$ cat src/rtl/lab2_proc_xm_resolve.sv
// X-to-M boundary stage: resolves conditional branches, issues a one-cycle
// redirect to fetch/decode, and registers surviving X-stage state into M.
module lab2_proc_xm_resolve #(
    parameter int unsigned p_nbits      = 32,
    parameter int unsigned p_nregs_bits = 5
) (
    input  logic                    clk,
    input  logic                    reset,

    input  logic                    val_X,
    input  logic [p_nbits-1:0]      alu_out_X,
    input  logic                    ops_eq_X,
    input  logic                    op0_zero_X,
    input  logic                    op0_neg_X,
    input  logic [2:0]              br_type_X,
    input  logic [p_nbits-1:0]      br_target_X,
    input  logic [p_nbits-1:0]      st_data_X,
    input  logic [1:0]              dmem_type_X,
    input  logic                    rf_wen_X,
    input  logic [p_nregs_bits-1:0] rf_waddr_X,
    input  logic                    stall_M,

    output logic                    stall_X,
    output logic                    br_taken_X,
    output logic [p_nbits-1:0]      br_redirect_pc,
    output logic                    val_M,
    output logic [p_nbits-1:0]      result_M,
    output logic [p_nbits-1:0]      st_data_M,
    output logic [1:0]              dmem_type_M,
    output logic                    rf_wen_M,
    output logic [p_nregs_bits-1:0] rf_waddr_M,
    output logic [31:0]             br_count
);

    localparam int unsigned CNT_W = 32;

    localparam logic [2:0] BR_BEQ  = 3'd1;
    localparam logic [2:0] BR_BNE  = 3'd2;
    localparam logic [2:0] BR_BLEZ = 3'd3;
    localparam logic [2:0] BR_BGTZ = 3'd4;
    localparam logic [2:0] BR_BLTZ = 3'd5;
    localparam logic [2:0] BR_BGEZ = 3'd6;

    typedef struct packed {
        logic [p_nbits-1:0]      result;
        logic [p_nbits-1:0]      st_data;
        logic [1:0]              dmem_type;
        logic                    rf_wen;
        logic [p_nregs_bits-1:0] rf_waddr;
    } xm_payload_t;

    logic        br_cond;
    logic        val_q;
    xm_payload_t pay_q;
    xm_payload_t pay_d;
    logic [CNT_W-1:0] count_q;

    // Branch condition from the ALU comparison flags; none/reserved never take
    always_comb begin
        br_cond = 1'b0;
        case (br_type_X)
            BR_BEQ:  br_cond = ops_eq_X;
            BR_BNE:  br_cond = !ops_eq_X;
            BR_BLEZ: br_cond = op0_zero_X | op0_neg_X;
            BR_BGTZ: br_cond = !op0_zero_X & !op0_neg_X;
            BR_BLTZ: br_cond = op0_neg_X;
            BR_BGEZ: br_cond = !op0_neg_X;
            default: br_cond = 1'b0;
        endcase
    end

    // Redirect only in the cycle the branch actually advances, so one pulse per branch
    assign br_taken_X     = val_X & !stall_M & br_cond;
    assign br_redirect_pc = br_target_X;
    assign stall_X        = val_X & stall_M;

    assign pay_d = '{result:    alu_out_X,
                     st_data:   st_data_X,
                     dmem_type: dmem_type_X,
                     rf_wen:    rf_wen_X,
                     rf_waddr:  rf_waddr_X};

    // X/M pipeline register: hold under stall, payload captured even for bubbles
    always_ff @(posedge clk) begin
        if (reset) begin
            val_q <= 1'b0;
            pay_q <= '0;
        end else if (!stall_M) begin
            val_q <= val_X;
            pay_q <= pay_d;
        end
    end

    // Taken-branch counter; wraps naturally at 2^32
    always_ff @(posedge clk) begin
        if (reset) begin
            count_q <= '0;
        end else if (br_taken_X) begin
            count_q <= count_q + CNT_W'(1);
        end
    end

    // Bubbles never write the register file or touch memory
    assign val_M       = val_q;
    assign result_M    = pay_q.result;
    assign st_data_M   = pay_q.st_data;
    assign dmem_type_M = val_q ? pay_q.dmem_type : 2'd0;
    assign rf_wen_M    = val_q & pay_q.rf_wen;
    assign rf_waddr_M  = pay_q.rf_waddr;
    assign br_count    = count_q;

endmodule
$ cat config.mk
export PLATFORM = sky130hd
export DESIGN_NAME = lab2_proc_xm_resolve
export DESIGN_NICKNAME = d
export VERILOG_FILES = /design/src/rtl/lab2_proc_xm_resolve.sv
export SDC_FILE = /design/constraint.sdc
export NUM_CORES = 1
export LEC_CHECK = 0
export CORE_AREA = 5 5 117 119
export CTS_BUF_LIST = sky130_fd_sc_hd__clkbuf_2
export DETAILED_ROUTE_END_ITERATION = 8
export DIE_AREA = 0 0 122 124
export GPL_TIMING_DRIVEN = 0
export PLACE_DENSITY_LB_ADDON = 0.25
export SYNTH_ARGS = -nofsm -noshare
export SYNTH_HDL_FRONTEND = slang
export SYNTH_SLANG_ARGS = --single-unit
$ cat constraint.sdc
create_clock -name clk -period 2 [get_ports clk]
set_input_delay 0.4 -clock clk [delete_from_list [all_inputs] [get_ports clk]]
set_output_delay 0.4 -clock clk [all_outputs]
set_load 0.01 [all_outputs]
# --- Yosys cells after proc, flatten, opt, wreduce, memory -nomap -nowiden ---
# Index checks and enable logic that the tools add are counted.
word_totals:
  regBits: 105
  elab_cells: 26
  output_inout_bits: 139
  input_bits: 114
op_classes:
  n_eq_ne: 6
  n_reduce_logical: 4
  n_addsub: 1
  n_bitwise: 6
  muxes: 2
ops:
  columns: ["cell", "n"]
  rows:
  - ["adder 32 x 1 -> 32 bit, second input constant", 1]
  - ["equality test 3 bit, second input constant", 3]
  - ["equality test 3 x 2 -> 1 bit, second input constant", 2]
  - ["one-hot mux 1 bit (6 select lines)", 1]
  - ["bitwise AND 1 bit", 5]
  - ["logical NOT 1 bit", 4]
  - ["equality test 3 x 1 -> 1 bit, second input constant", 1]
  - ["two-way mux 2 bit", 1]
  - ["bitwise OR 1 bit", 1]

# --- Logic depth before layout (Yosys ltp) ---
# Gate-level depths: netlist of run 1.
logic_depth:
  word_depth: 4
  depth_mapped: 7
  ltp_nobuf: 6

# --- Worst setup path before layout of run 1 ---
# No wires, ideal clock.
synth_path:
  kind: "reg-to-reg"
  start: "reg count_q[0] (netlist: br_count[0])"
  end: "reg count_q[8] (netlist: br_count[8])"
  period_less_slack_ps: 1781
  arrival_time_ps: 1721
  setup_ps: 60
  n_path_buf: 1
  required_time_ps: 1940
  stages_incl_launch_ff: 7
  setup_slack_ps: 219
  cell_sequence: "dfxtp_1 > ha_1 > and3_1 > clkbuf_1 > nand3_1 > or4_2 > nand2_1"
synth_between:
  elab_chain_len: 1
synth_lines:
  columns: ["element", "line_no", "text"]
  rows:
  - ["start, declared", "56", "logic [CNT_W-1:0] count_q;"]
  - ["start signal, assigned", "99", "count_q <= count_q + CNT_W'(1);"]
  - ["adder 32 x 1 -> 32 bit", "99", null]
# Every way passes these cells.
# A chain may end at the register's enable or synchronous reset.

# --- Worst setup path after layout of run 1 ---
layout_path:
  start: "in val_X"
  end: "out stall_X"
layout_between:
  elab_chain_len: 1
layout_lines:
  columns: ["element", "line_no", "text"]
  rows:
  - ["start, declared", "10", "input logic val_X,"]
  - ["bitwise AND 1 bit", "75", "assign stall_X = val_X & stall_M;"]
  - ["end, declared", "23", "output logic stall_X,"]
# Every way passes these cells.

==> results of run 1 <==
## state kept, by name, indices dropped and copies added, names as in the netlist
register / cells
br_count: 32
result_M: 32
st_data_M: 32
rf_waddr_M: 5
pay_q: 3
val_M: 1
## cell usage in the layout, fill, tap and decap left out, types with 7 or more instances in the layout
cell type	instances
buf_4	139
clkdlybuf4s50_1	109
nor2_1	97
dlygate4sd2_1	90
dfxtp_2	85
mux2i_1	73
nand4_1	21
dlymetal6s2s_1	18
dfxtp_4	15
a21oi_1	12
xor2_1	12
clkbuf_2	12
o21ai_0	11
clkbuf_1	10
buf_1	10
nand3_1	10
or3_1	9
nand2_1	7
## where the power goes
part           total [W]  leakage (nW)  internal [W]  switching [W]
Combinational   0.000841          3.16      0.000520       0.000320
Clock           0.000873        0.0540      0.000167       0.000706
Sequential       0.00223         0.905       0.00218      0.0000447
Total            0.00394          4.12       0.00287        0.00107
## area by class of cell
type | count | area, µm² | area share
Sequential cell | 105 | 2260 | 0.287
Multi-Input combinational cell | 300 | 2010 | 0.255
Inverter | 4 | 15.0 | 0.00190
Clock buffer | 11 | 55.1 | 0.00698
Clock inverter | 5 | 32.5 | 0.00412
Tap cell | 172 | 215 | 0.0273
Buffer | 126 | 886 | 0.112
Timing Repair Buffer | 257 | 2410 | 0.305
## worst max path at each step
stage / from / endpoint / slack [ns] / depth (start not counted)
after floorplan: br_count[0]$_SDFFE_PP0P_ / br_count[8]$_SDFFE_PP0P_ / 0.22 / 6
after global routing: br_count[4]$_SDFFE_PP0P_ / br_count[28]$_SDFFE_PP0P_ / -0.03 / 8
after global placement: stall_M / stall_X / -0.92 / 5
after detailed placement: stall_M / stall_X / -0.92 / 5
after CTS: br_count[1]$_SDFFE_PP0P_ / br_count[1] / 0.003 / 1
final: val_X / stall_X / 0.04 / 3
## cell families after synthesis
kind of cell	Yosys count
xor gates and xnor gates	16
adders and majority gates	1
DFF	105
and+or+nand+nor	180
buffers and inverters	134
muxes	76
AOI/OAI and AO/OA	27
## worst max-delay path, cell delays in order
cell and delay (ns):
clkdlybuf4s50_1 0.50, and2_1 0.13, clkdlybuf4s50_1 0.53
## metal layers
layer,track usage,vias up
li1,-,2237
met1,0.214,2140
met2,0.338,190
met3,0.0540,36
met4,0.0728,0
met5,0,-
## per-stage QoR
| step | instance area (µm²) | total power [W] | TNS (ns) | setup WS [ns] | hold WS [ns] |
|---|---|---|---|---|---|
| 6_report | 7890 | 0.00394 | 0 | 0.0370 | 0.326 |
| 2_1_floorplan | 4990 | 0.00270 | 0 | 0.219 | 0.455 |
| 3_5_place_dp | 7400 | 0.00317 | -28.17 | -0.919 | 0.483 |
| 4_1_cts | 7800 | 0.00399 | 0 | 0.00307 | 0.270 |
| 3_3_place_gp | 7400 | 0.00315 | -26.64 | -0.924 | 0.465 |
| 5_1_grt | 7890 | 0.00414 | -0.0580 | -0.0340 | 0.280 |
## what timing repair did
item | in CTS | in global routing
setup buffers | 34 | 4
gates cloned | 0 | 0
gates resized for setup | 220 | 24
setup endpoints to repair | 111 | 28
pin swaps | 1 | 3
==> reports/results.tsv, run 1 <==
stage	metric	value	unit
power_and_ir_drop	p_leak	4.12	nW
run	maxCapViolations	0	
yosys	yosys_register_bits	105	
grt	grt_antenna_before_repair	0	
critical_path	path_class	in -> out	
timing	fmax	509	MHz
detailed_routing	wl_met2	7590	µm
timing	max_slew_margin	0.431	
grt	grt-ovfl-total	0	
detailed_routing	met1_length	5790	µm
timing	rsz0062_at_grt	yes	
critical_path	crit_required	1.60	ns
timing	hold_viol_final	0	
timing	fin_crit_sh	0.982	
clocking	clock_sinks	105	
yosys	muxShareOfSynthArea	0.153	
timing	fin_skew	0.0254	ns
detailed_routing	wl_met3	1030	µm
floorplanning	die_w	122	µm
critical_path	cp-start-kind	input pin	
detailed_routing	vias	4603	
detailed_routing	avgViaCountPerCell	4.70	
place	hpwl	10900	µm
yosys	synth_area_leaders	dfxtp_1, buf_4, mux2i_1, nor2_1, nand4_1	
clocking	numCtsBuffers	9	
power_and_ir_drop	max-vdd-ir-drop	0.000376	V
critical_path	critPathCaptureType	output port	
floorplanning	die_y	124	µm
place	port_buffers	219	
yosys	synth_ff_type	dfxtp_1	
detailed_routing	initialDrtViolationCount	156	
critical_path	r2r_slack	0.08	ns
cells_and_area	drive_gt1_frac	0.342	
timing	setup-violations-final	0	
yosys	ys_warn_count	0	
critical_path	ff2ff_path_depth	6	
min_path	hold_depth	3	
floorplanning	start_util	0.400	
status	status	finished clean	
clocking	clkSlewWorstSetupHoldPaths	0.24	ns
yosys	synth_top_cell_area_share	0.421	
yosys	synth_edf_count	0	
grt	grt_max_degree	19	
cells_and_area	fin_cells	980	
critical_path	cp_max_fo	2	
timing	min_period	1.96	ns
yosys	yosys-top-cells-count	dfxtp_1, buf_4, nor2_1, mux2i_1, nand4_1	
min_path	worst_hold_path.endpoint	br_count[29]$_SDFFE_PP0P_	
power_and_ir_drop	power_density	499	nW/µm²
grt	globalRouteTotalUtil	0.189	
clocking	clockRootBuffer	clkbuf_2	
clocking	htree_levels	3	
yosys	synthCells	539	
critical_path	cp.arrival	1.56	ns
detailed_routing	first_pass_iters	6	
detailed_routing	remaining_drc_errors	0	
floorplanning	std_cell_rows	41	
min_path	hold_class	in -> reg	
yosys	ys_seq_area_frac	0.421	
place	finalWeightedCongestion	0.810	
yosys	synth_area_per_cell	9.26	µm²
yosys	synth_adder_area_share	0.00251	
clocking	worstSkewPairLatency	0.60	ns
critical_path	r2r-start	br_count[15]$_SDFFE_PP0P_	
yosys	synth_fp_nets	654	
min_path	timing.hold.worst.start	reset	
cells_and_area	fillCellCount	1097	
floorplanning	boundaryPins	253	
critical_path	timing.rr.end	br_count[26]$_SDFFE_PP0P_	
grt	first_global_vias	4667	
detailed_routing	drt.antenna.violating_nets	0	
yosys	synth_top_area_cell	dfxtp_1	
cells_and_area	finish.utilization	0.633	
floorplanning	die_area	15100	µm²
detailed_routing	wl_per_cell	15.1	µm
timing	worstMarginPinSlew	0.853	ns
yosys	syn_area	4990	µm²
cells_and_area	nets	918	
yosys	yosys.cell_count.top_type	dfxtp_1	
yosys	synth_top_family_by_area	simple AND/OR/NAND/NOR gates	
place	placed_cells	930	
timing	slew_violations	0	
clocking	clockBufferDepth	2	
detailed_routing	routed_wirelength	14800	µm
cells_and_area	syn2layout_area_growth	58.1	%
yosys	async_flop_share	0	
detailed_routing	dr.max_layer_used	met4	
clocking	tritoncts	built	
floorplanning	core	12500	µm²
yosys	synth_xor_area_frac	0.0281	
yosys	yosys.area_share.simple	0.184	
yosys	synth_compound_area_frac	0.0314	
yosys	synthDistinctLibCells	38	
clocking	postCtsHoldBufs	0	
cells_and_area	diodes	0	
grt	grt_pass1_wl	22600	µm
Power figures use the tool's default switching activity.
==> run 2, diff against run 1 <==
RECOVER_POWER = 50   (was unset)
SLEW_MARGIN = 20   (was unset)
==> run 2 against run 1 <==
Maximum frequency about the same. Die area did not move. Utilization decreased by 0.070 points.
==> reports/results.tsv, run 2 (synthesis gave the netlist of run 1 again) <==
stage	metric	value	unit	change
place	preCtsSetupSlack	-0.919	ns	unchanged
grt	grt_pass1_wl	22600	µm	unchanged
power_and_ir_drop	switching_share	0.272		+0.000649
power_and_ir_drop	p_clk_frac	0.223		about the same
timing	max_slew_margin	0.430		-0.00167
detailed_routing	wl_per_cell	15.1	µm	-0.28%
detailed_routing	avgViaCountPerCell	4.70		about the same
floorplanning	boundaryPins	253		unchanged
cells_and_area	syn2layout_area_growth	58.0	%	
critical_path	critPathCaptureType	output port		
floorplanning	die_w	122	µm	unchanged
power_and_ir_drop	max-vdd-ir-drop	0.000379	V	+0.78%
power_and_ir_drop	combinationalPowerShare	0.210		-0.003
critical_path	critPathBufInv	2		unchanged
grt	globalRouteTotalUtil	0.189		unchanged
grt	grt_max_degree	19		unchanged
floorplanning	std_cell_rows	41		unchanged
clocking	htree_levels	3		unchanged
min_path	hold_class	in -> reg		
detailed_routing	drt.antenna.violating_nets	0		unchanged
grt	first_global_vias	4667		unchanged
cells_and_area	finish.utilization	0.632		-0.000703
timing	setup-violations-final	0		unchanged
place	port_buffers	219		unchanged
critical_path	path_class	in -> out		
timing	min_period	1.96	ns	+0.000256 ns
timing	fin_crit_sh	0.982		about the same
clocking	worstSkewPairLatency	0.60	ns	about the same
power_and_ir_drop	intPower	0.00286	W	-0.44%
timing	fmax	509	MHz	about the same
critical_path	cp.arrival	1.56	ns	about the same
cells_and_area	multi_input_area	2010	µm²	unchanged
power_and_ir_drop	power_density	498	nW/µm²	-0.24%
detailed_routing	first_pass_iters	5		-1
clocking	clkSlewWorstSetupHoldPaths	0.27	ns	+0.03 ns
timing	layout_setup_ws	0.0367	ns	-0.000256 ns
timing	worstMarginPinSlew	0.856	ns	+0.00250 ns
floorplanning	die_area	15100	µm²	unchanged
critical_path	cp_max_fo	2		unchanged
critical_path	crit_slowest_cell	clkdlybuf4s50_1		
cells_and_area	final_common_cell	buf_4		
power_and_ir_drop	switchingPower	0.00107	W	-0.11%
clocking	numCtsBuffers	9		unchanged
clocking	clockBufferDepth	2		unchanged
cells_and_area	regArea	2260	µm²	-0.39%
critical_path	crit_family	buffers and inverters		
cells_and_area	diodes	0		unchanged
detailed_routing	remaining_drc_errors	0		unchanged
cells_and_area	layout_common_cells	buf_4, nor2_1, dlygate4sd2_1, dfxtp_2, clkdlybuf4s50_1		
clocking	clock_sinks	105		unchanged
status	status	finished clean		
detailed_routing	vias	4604		+0.022%
timing	slew_violations	0		unchanged
clocking	clockRootBuffer	clkbuf_2		
floorplanning	core	12500	µm²	unchanged
place	finalWeightedCongestion	0.810		unchanged
critical_path	cp-start-kind	input pin		
critical_path	cp_common_cell	clkdlybuf4s50_1		
clocking	tritoncts	built		
timing	rsz0062_at_grt	yes		
grt	grt-ovfl-total	0		unchanged
cells_and_area	drive_gt1_frac	0.333		-0.00866
critical_path	slowest_delay	0.53	ns	about the same
detailed_routing	routed_wirelength	14800	µm	-0.28%
cells_and_area	fillCellCount	1100		+0.27%
run	maxCapViolations	0		unchanged
timing	holdWs	0.320	ns	-0.00615 ns
timing	fin_skew	0.0256	ns	+0.000108 ns
cells_and_area	nets	918		unchanged
power_and_ir_drop	p_leak	4.13	nW	+0.12%
floorplanning	die_y	124	µm	unchanged
grt	grt_antenna_before_repair	0		unchanged
critical_path	cp_cell_sequence	clkdlybuf4s50_1, and2_1, clkdlybuf4s50_1		
floorplanning	start_util	0.400		unchanged
place	hpwl	10900	µm	unchanged
detailed_routing	initialDrtViolationCount	149		-4.5%
timing	hold_viol_final	0		unchanged
power_and_ir_drop	p_seq_frac	0.567		+0.002
critical_path	crit_required	1.60	ns	about the same
timing	fin_tns_setup	0	ns	unchanged
==> run 2: changes by cell type in the layout (fill, tap and decap cells not counted), sizes merged <==
cell           change
clkbuf             +7
dlygate4sd3       +32
clkdlybuf4s50     -32
buf                -7
==> run 2: power groups by stage <==
stage | clock network [W] | registers [W] | logic, W
3_3_place_gp | 0 | 0.00227 | 0.000880
3_5_place_dp | 0 | 0.00227 | 0.000894
6_report | 0.000874 | 0.00223 | 0.000826
4_1_cts | 0.000915 | 0.00223 | 0.000851
2_1_floorplan | 0 | 0.00226 | 0.000435
5_1_grt | 0.000995 | 0.00224 | 0.000897
==> run 2: through the flow <==
stage / std cells / cell area (µm²) / total power [W]
3_3_place_gp: 930 / 7400 / 0.00315
5_1_grt: 980 / 7880 / 0.00413
2_1_floorplan: 539 / 4990 / 0.00270
6_report: 980 / 7880 / 0.00392
3_5_place_dp: 930 / 7400 / 0.00317
4_1_cts: 977 / 7800 / 0.00399
==> run 2: worst paths after layout <==
check / from / cells after the start / end / slack, ns
hold / removal: reset / 3 / br_count[21]$_SDFFE_PP0P_ / 0.32
hold reg to reg: br_count[31]$_SDFFE_PP0P_ / 2 / br_count[31]$_SDFFE_PP0P_ / 0.52
setup reg to reg: br_count[15]$_SDFFE_PP0P_ / 6 / br_count[26]$_SDFFE_PP0P_ / 0.08
setup / recovery: val_X / 3 / stall_X / 0.04
==> run 2: timing repair <==
action	CTS	global route
endpoints found under the setup margin	111	28
resized for setup	220	24
buffers inserted	34	4
hold buffers	0	0
pin swaps	1	3
==> run 2: routing by layer <==
| layer | vias to the layer above | GRT usage | wire, µm |
|---|---|---|---|
| li1 | 2239 | - | - |
| met1 | 2146 | 0.214 | 5750 |
| met2 | 189 | 0.338 | 7620 |
| met3 | 30 | 0.0540 | 1040 |
| met4 | 0 | 0.0728 | 370 |
| met5 | - | 0 | 0 |
==> run 2: tightest hold or removal path: cells and delay by family <==
kind,cells,cell delay [ns]
muxes,1,0.15
buffers and inverters,1,0.22
and+or+nand+nor,1,0.15
==> run 2: layout make-up <==
type,instances,area share
Timing Repair Buffer,257,0.305
Sequential cell,105,0.286
Multi-Input combinational cell,300,0.256
Buffer,126,0.112
Tap cell,172,0.0273
Clock buffer,11,0.00699
Clock inverter,5,0.00413
Inverter,4,0.00191
